===== config.mk =====
export PLATFORM = sky130hd
export DESIGN_NAME = arb_requester_flat
export DESIGN_NICKNAME = d
export VERILOG_FILES = /design/src/rtl/arb_pkg.sv /design/src/rtl/arb_requester_if.sv /design/src/rtl/arb_req_fifo.sv /design/src/rtl/arb_requester.sv /design/src/flat_wrapper.sv
export SDC_FILE = /design/constraint.sdc
export NUM_CORES = 1
export LEC_CHECK = 0
export ABC_AREA = 1
export CORE_ASPECT_RATIO = 0.9
export CORE_MARGIN = 3
export CORE_UTILIZATION = 52
export DETAILED_ROUTE_END_ITERATION = 8
export GPL_ROUTABILITY_DRIVEN = 0
export PLACE_DENSITY = 0.76
export SLEW_MARGIN = 20
export SYNTH_ARGS = -nofsm -noshare
export SYNTH_HDL_FRONTEND = slang
export SYNTH_SLANG_ARGS = --single-unit

===== constraint.sdc =====
create_clock -name clk -period 2.41 [get_ports clk]
set_input_delay 0.482 -clock clk [delete_from_list [all_inputs] [get_ports clk]]
set_output_delay 0.482 -clock clk [all_outputs]
set_load 0.05 [all_outputs]

===== src/rtl/arb_pkg.sv =====
// arb_pkg: shared types for the 3-way request/grant arbiter and its agents.
package arb_pkg;

  localparam int N_REQ = 3;

  typedef enum logic [1:0] {
    IDLE = 2'd0,
    REQ  = 2'd1,
    XFER = 2'd2,
    GAP  = 2'd3
  } req_state_e;

  typedef enum logic [1:0] {
    ARB_IDLE = 2'd0,
    ARB_G0   = 2'd1,
    ARB_G1   = 2'd2,
    ARB_G2   = 2'd3
  } arb_state_e;

endpackage


===== src/rtl/arb_requester_if.sv =====
// arb_requester_if: descriptor push, arbiter request/grant and beat bus
// of one requester lane.
interface arb_requester_if #(
  parameter int DATA_W = 8,
  parameter int LEN_W  = 4
) ();

  logic              job_valid;
  logic              job_ready;
  logic [LEN_W-1:0]  job_len;
  logic [DATA_W-1:0] job_data;
  logic              req;
  logic              gnt;
  logic              bus_valid;
  logic [DATA_W-1:0] bus_data;
  logic              bus_last;

  modport master (
    input  job_valid, job_len, job_data, gnt,
    output job_ready, req, bus_valid, bus_data, bus_last
  );

  modport slave (
    output job_valid, job_len, job_data, gnt,
    input  job_ready, req, bus_valid, bus_data, bus_last
  );

endinterface


===== src/rtl/arb_req_fifo.sv =====
// arb_req_fifo: synchronous descriptor queue; head is read in place
// and only advances on pop.
module arb_req_fifo #(
  parameter int W     = 12,
  parameter int DEPTH = 4
) (
  input  logic         clk,
  input  logic         resetn,
  input  logic         push_i,
  input  logic         pop_i,
  input  logic [W-1:0] wdata_i,
  output logic [W-1:0] rdata_o,
  output logic         full_o,
  output logic         empty_o
);

  localparam int AW = $clog2(DEPTH);

  logic [W-1:0] mem_q [DEPTH];
  logic [AW:0]  wr_q;
  logic [AW:0]  rd_q;
  logic         do_push;
  logic         do_pop;

  assign do_push = push_i & ~full_o;
  assign do_pop  = pop_i & ~empty_o;

  // extra pointer bit tells full from empty
  assign empty_o = (wr_q == rd_q);
  assign full_o  = (wr_q[AW] != rd_q[AW]) &&
                   (wr_q[AW-1:0] == rd_q[AW-1:0]);
  assign rdata_o = mem_q[rd_q[AW-1:0]];

  always_ff @(posedge clk or negedge resetn) begin
    if (!resetn) begin
      wr_q <= '0;
      rd_q <= '0;
    end else begin
      if (do_push) wr_q <= wr_q + 1'b1;
      if (do_pop)  rd_q <= rd_q + 1'b1;
    end
  end

  always_ff @(posedge clk) begin
    if (do_push) mem_q[wr_q[AW-1:0]] <= wdata_i;
  end

endmodule


===== src/rtl/arb_requester.sv =====
// arb_requester: lane agent; queues descriptors, requests, bursts beats.
// Optional grant-wait timeout when ARB_REQ_TIMEOUT_EN is defined.
module arb_requester
  import arb_pkg::*;
#(
  parameter int DATA_W     = 8,
  parameter int LEN_W      = 4,
  parameter int FIFO_DEPTH = 4
`ifdef ARB_REQ_TIMEOUT_EN
  ,
  parameter int TIMEOUT    = 16
`endif
) (
  input  logic            clk,
  input  logic            resetn,
  arb_requester_if.master bus,
  output logic            busy,
  output logic            timeout_err
);

  localparam int DW = LEN_W + DATA_W;

  req_state_e        state_q, state_d;
  logic              req_q, req_d;
  logic              bvalid_q, bvalid_d;
  logic              blast_q, blast_d;
  logic [DATA_W-1:0] bdata_q, bdata_d;
  logic [LEN_W-1:0]  beat_q, beat_d;
  logic              pop;
  logic              full;
  logic              empty;
  logic [DW-1:0]     head;
  logic [LEN_W-1:0]  head_len;
  logic [DATA_W-1:0] head_data;

  assign {head_len, head_data} = head;

  arb_req_fifo #(
    .W     (DW),
    .DEPTH (FIFO_DEPTH)
  ) u_fifo (
    .clk     (clk),
    .resetn  (resetn),
    .push_i  (bus.job_valid),
    .pop_i   (pop),
    .wdata_i ({bus.job_len, bus.job_data}),
    .rdata_o (head),
    .full_o  (full),
    .empty_o (empty)
  );

`ifdef ARB_REQ_TIMEOUT_EN
  localparam int TW = $clog2(TIMEOUT + 1);

  logic [TW-1:0] wait_q, wait_d;
  logic          terr_q, terr_d;

  always_ff @(posedge clk or negedge resetn) begin
    if (!resetn) begin
      wait_q <= '0;
      terr_q <= 1'b0;
    end else begin
      wait_q <= wait_d;
      terr_q <= terr_d;
    end
  end

  assign timeout_err = terr_q;
`else
  assign timeout_err = 1'b0;
`endif

  always_ff @(posedge clk or negedge resetn) begin
    if (!resetn) begin
      state_q  <= IDLE;
      req_q    <= 1'b0;
      bvalid_q <= 1'b0;
      blast_q  <= 1'b0;
      bdata_q  <= '0;
      beat_q   <= '0;
    end else begin
      state_q  <= state_d;
      req_q    <= req_d;
      bvalid_q <= bvalid_d;
      blast_q  <= blast_d;
      bdata_q  <= bdata_d;
      beat_q   <= beat_d;
    end
  end

  always_comb begin
    state_d  = state_q;
    req_d    = req_q;
    bvalid_d = 1'b0;
    blast_d  = 1'b0;
    bdata_d  = bdata_q;
    beat_d   = beat_q;
    pop      = 1'b0;
`ifdef ARB_REQ_TIMEOUT_EN
    wait_d   = wait_q;
    terr_d   = 1'b0;
`endif
    unique case (state_q)
      IDLE: begin
        if (!empty) begin
          state_d = REQ;
          req_d   = 1'b1;
          beat_d  = '0;
`ifdef ARB_REQ_TIMEOUT_EN
          wait_d  = '0;
`endif
        end
      end
      REQ: begin
        if (bus.gnt) begin
          bvalid_d = 1'b1;
          bdata_d  = head_data;
          if (head_len == '0) begin
            blast_d = 1'b1;
            req_d   = 1'b0;
            pop     = 1'b1;
            state_d = GAP;
          end else begin
            beat_d  = LEN_W'(1);
            state_d = XFER;
          end
        end else begin
`ifdef ARB_REQ_TIMEOUT_EN
          // this cycle makes TIMEOUT ungranted waits: drop the job
          if (wait_q == TW'(TIMEOUT - 1)) begin
            req_d   = 1'b0;
            pop     = 1'b1;
            terr_d  = 1'b1;
            state_d = GAP;
          end else begin
            wait_d  = wait_q + 1'b1;
          end
`endif
        end
      end
      XFER: begin
        if (bus.gnt) begin
          bvalid_d = 1'b1;
          bdata_d  = head_data + DATA_W'(beat_q);
          if (beat_q == head_len) begin
            blast_d = 1'b1;
            req_d   = 1'b0;
            pop     = 1'b1;
            state_d = GAP;
          end else begin
            beat_d  = beat_q + 1'b1;
          end
        end
      end
      GAP: begin
        state_d = IDLE;
      end
    endcase
  end

  assign bus.job_ready = ~full;
  assign bus.req       = req_q;
  assign bus.bus_valid = bvalid_q;
  assign bus.bus_data  = bdata_q;
  assign bus.bus_last  = blast_q;
  assign busy          = (state_q != IDLE) || !empty;

endmodule


===== src/flat_wrapper.sv =====
// flat-port wrapper written by rule: the top's interface ports become plain ports
module arb_requester_flat import arb_pkg::*;
#(
  parameter int DATA_W     = 8,
  parameter int LEN_W      = 4,
  parameter int FIFO_DEPTH = 4

)
  (clk, resetn, busy, timeout_err, bus_job_valid, bus_job_len, bus_job_data, bus_gnt, bus_job_ready, bus_req, bus_bus_valid, bus_bus_data, bus_bus_last);
  arb_requester_if #(.DATA_W(DATA_W), .LEN_W(LEN_W)) bus_i ();
  input  logic clk;
  input  logic resetn;
  output logic busy;
  output logic timeout_err;
  input wire logic [$bits(bus_i.job_valid)-1:0] bus_job_valid;
  input wire logic [$bits(bus_i.job_len)-1:0] bus_job_len;
  input wire logic [$bits(bus_i.job_data)-1:0] bus_job_data;
  input wire logic [$bits(bus_i.gnt)-1:0] bus_gnt;
  output wire logic [$bits(bus_i.job_ready)-1:0] bus_job_ready;
  output wire logic [$bits(bus_i.req)-1:0] bus_req;
  output wire logic [$bits(bus_i.bus_valid)-1:0] bus_bus_valid;
  output wire logic [$bits(bus_i.bus_data)-1:0] bus_bus_data;
  output wire logic [$bits(bus_i.bus_last)-1:0] bus_bus_last;
  assign bus_i.job_valid = bus_job_valid;
  assign bus_i.job_len = bus_job_len;
  assign bus_i.job_data = bus_job_data;
  assign bus_i.gnt = bus_gnt;
  assign bus_job_ready = bus_i.job_ready;
  assign bus_req = bus_i.req;
  assign bus_bus_valid = bus_i.bus_valid;
  assign bus_bus_data = bus_i.bus_data;
  assign bus_bus_last = bus_i.bus_last;
  arb_requester #(.DATA_W(DATA_W), .LEN_W(LEN_W), .FIFO_DEPTH(FIFO_DEPTH)) u_core (.clk(clk), .resetn(resetn), .bus(bus_i), .busy(busy), .timeout_err(timeout_err));
endmodule

==> results.sh <==
export IMPL_relSlewSlack_pct=66.3
export IMPL_grt_max_degree=24
export IMPL_fin_ws_ps=111
export IMPL_synth_warnings=0
export IMPL_cts_root_buf="clkbuf_8"
export IMPL_die_w_um=92.2
export IMPL_syn_cell_area_um2=3480
export IMPL_io_buffers=28
export IMPL_setup_viol=0
export IMPL_die_height_um=83.6
export IMPL_synth_flop_cell="edfxtp_1"
export IMPL_first_pass_iters=4
export IMPL_netlist_instances=339
export IMPL_io_pins=30
export IMPL_wirelength_um=6750
export IMPL_fin_worst_skew_ps=16.7
export IMPL_hold_path_class="primary input to asynchronous set/reset pin"
export IMPL_holdWs_ps=476
export IMPL_yosysUniqueCellTypes=40
export IMPL_fillers=498
export IMPL_cts_path_max_buffers=2
export IMPL_fin_area_um2=4180
export IMPL_crit_arrival_ps=2530
export IMPL_fin_nets=415
export IMPL_rows=27
export IMPL_post_dp_hpwl_um=4780
export IMPL_crit_fanout=5
export IMPL_slew_viol_final=0
export IMPL_cts_num_sinks=71
export IMPL_power_density_nw_per_um2=1340
export IMPL_syn_avg_cell_area_um2=10.3
export IMPL_final_hold_viol_count=0
export IMPL_diodes=0
export IMPL_synth_seq_cells=71
export IMPL_end_kind="register"
export IMPL_cap_violations=0
export IMPL_place_ws_ps=95.4
export IMPL_h_tree_depth=3
export IMPL_grt_pass1_wl_um=11300
export IMPL_drcViolationCount=0
export IMPL_async_flop_share_pct=32.4
export IMPL_final_common_cell="nand2_1"
export IMPL_dieArea_um2=7700
export IMPL_leakagePower_nw=1.77
export IMPL_multi_input_area_um2=1290
export IMPL_critPathRequiredTime_ps=2640
export IMPL_start_util_pct=55.3
export IMPL_timing_final_crit_share_pct=95.4
export IMPL_insertion_delay_ps=360
export IMPL_wl_per_cell_um=14.2
export IMPL_cts_tree="built"
export IMPL_worst_pin_slew_ps=504
export IMPL_rsz0062_at_grt="yes"
export IMPL_synth_edff_count=48
export IMPL_coreArea_um2=6280
export IMPL_finalCriticalPeriod_ps=2300
export IMPL_ir_worst_vdd_v=0.000570
export IMPL_clock_fmax_mhz=435
export IMPL_viasPerCell=5.18
export IMPL_synth_nets=370
export IMPL_final_cell_mix="92 x nand2_1, 48 x edfxtp_1, 26 x inv_1, 26 x clkdlybuf4s50_1, 24 x nand3_1"
export IMPL_crit_type="register to register"
export IMPL_seq_area_um2=2020
export IMPL_track_usage_pct=19.0
export IMPL_synth_seq_area_share_pct=58.0
export IMPL_start_kind="register"
export IMPL_numCtsBuffers=9
export IMPL_cts_clk_slew_worst_paths_ps=90
export IMPL_grt_pass1_vias=2444
export IMPL_first_iter_violations=149
export IMPL_post_cts_buffers=0
export IMPL_placed_area_um2=3920
export IMPL_drive_above_1_share_pct=17.0
export IMPL_grt_overflow_total=0
export IMPL_antenna_found_initial=0
export IMPL_area_growth_pct=20.2
export IMPL_num_vias=2466
export IMPL_status="completed"
export IMPL_drt_antenna_violating_nets=0
per-stage QoR:
step / instances / setup TNS (ps) / total power [mW] / util, %
floorplan: 339 / -1.23 / 3.78 / -
global placement: 460 / 0 / 4.44 / 62.4
detailed placement: 460 / 0 / 4.52 / 62.4
CTS: 476 / 0 / 5.60 / 66.0
global route: 476 / -27.4 / 6.02 / 66.5
finish: 476 / 0 / 5.62 / 66.5
Yosys cell counts, drive strengths merged (3+ instances only):
library cell    n  area [um^2]
xnor2           4         35.0
o22a            3         26.3
o21ai          18         93.8
nand3b          4         30.0
edfxtp         48         1440
dfrtp          23          576
a21oi           8         43.8
ha             14          175
inv            31          121
xor2            5         43.8
buf             8         71.3
nand2         102          410
nand4           3         18.8
nand3          28          160
nor2           28          130
registers in the layout (all words and copies together), names as in the netlist:
signal / flops
u_core.u_fifo.mem_q: 48
u_core.bus.bus_data: 8
u_core.beat_q: 4
u_core.u_fifo.rd_q: 3
u_core.u_fifo.wr_q: 3
u_core.state_q: 2
u_core.bus.bus_last: 1
u_core.bus.bus_valid: 1
u_core.bus.req: 1
timing repair:
item,in CTS,in global routing
gates resized for setup,0,11
hold buffers,0,0
setup endpoints to repair,0,3
metal layers:
metal  vias to the layer above  wire [um]  part of all wire [%]  GRT usage (%)
met2                        71       3130                    46           29.4
met1                      1157       3060                    45           24.1
met3                        15        368                   5.5           5.95
met5                         -          0                     0              0
met4                         0        194                   2.9           9.45
li1                       1223          -                     -              -
cell families (layout without fill, tap and decap cells):
logic type / count (synthesis) / after routing / share of synthesized area [%]
buf+inv: 40 / 90 / 5.76
flops: 71 / 71 / 58.0
other cells: 1 / 1 / 0.108
compound gates: 35 / 35 / 6.12
xor+xnor: 9 / 9 / 2.27
simple gates: 168 / 168 / 22.1
fa+ha+maj: 15 / 15 / 5.62
layout make-up:
class	instances	share of cell area, %
sequential	71	48.3
multi-input combinational	228	30.9
tap	87	2.61
clock inverter	7	2.46
timing repair buffer	43	9.89
clock buffer	9	2.97
inverter	31	2.91
report_power, final:
part           switching, mW  internal [mW]  leakage (nW)
logic                   1.73          0.966         0.937
clock network          0.472          0.593         0.110
registers              0.186           1.67         0.725
path summary, 6_finish.rpt:
check | start | end | slack [ps] | cells past startpoint
worst max-delay path | u_core.u_fifo.rd_q[0] | u_core.bus.bus_data[6] | 110 | 17
worst min-delay path | resetn | u_core.beat_q[0] | 480 | 2
worst max register to register | u_core.u_fifo.rd_q[0] | u_core.bus.bus_data[6] | 110 | 17
worst min register to register | u_core.bus.bus_data[3] | u_core.bus.bus_data[3] | 480 | 2
max in group asynchronous | resetn | u_core.u_fifo.rd_q[0] | 1680 | 2
min in group clk | u_core.bus.bus_data[3] | u_core.bus.bus_data[3] | 480 | 2
worst max-delay path, stage by stage (launching register included):
cell and delay, ps:
dfrtp_2 460, clkinv_4 60, o21ai_0 70, o22a_1 210, inv_2 60, ha_2 170
inv_1 50, fa_2 330, inv_2 60, nand2_1 60, nand2_1 50, nand2_1 50
nand2_1 70, nand2_2 70, nor2_2 120, nand2_1 70, xnor2_1 150, o21ai_1 70
No activity file was read; power rests on OpenSTA's default activity.
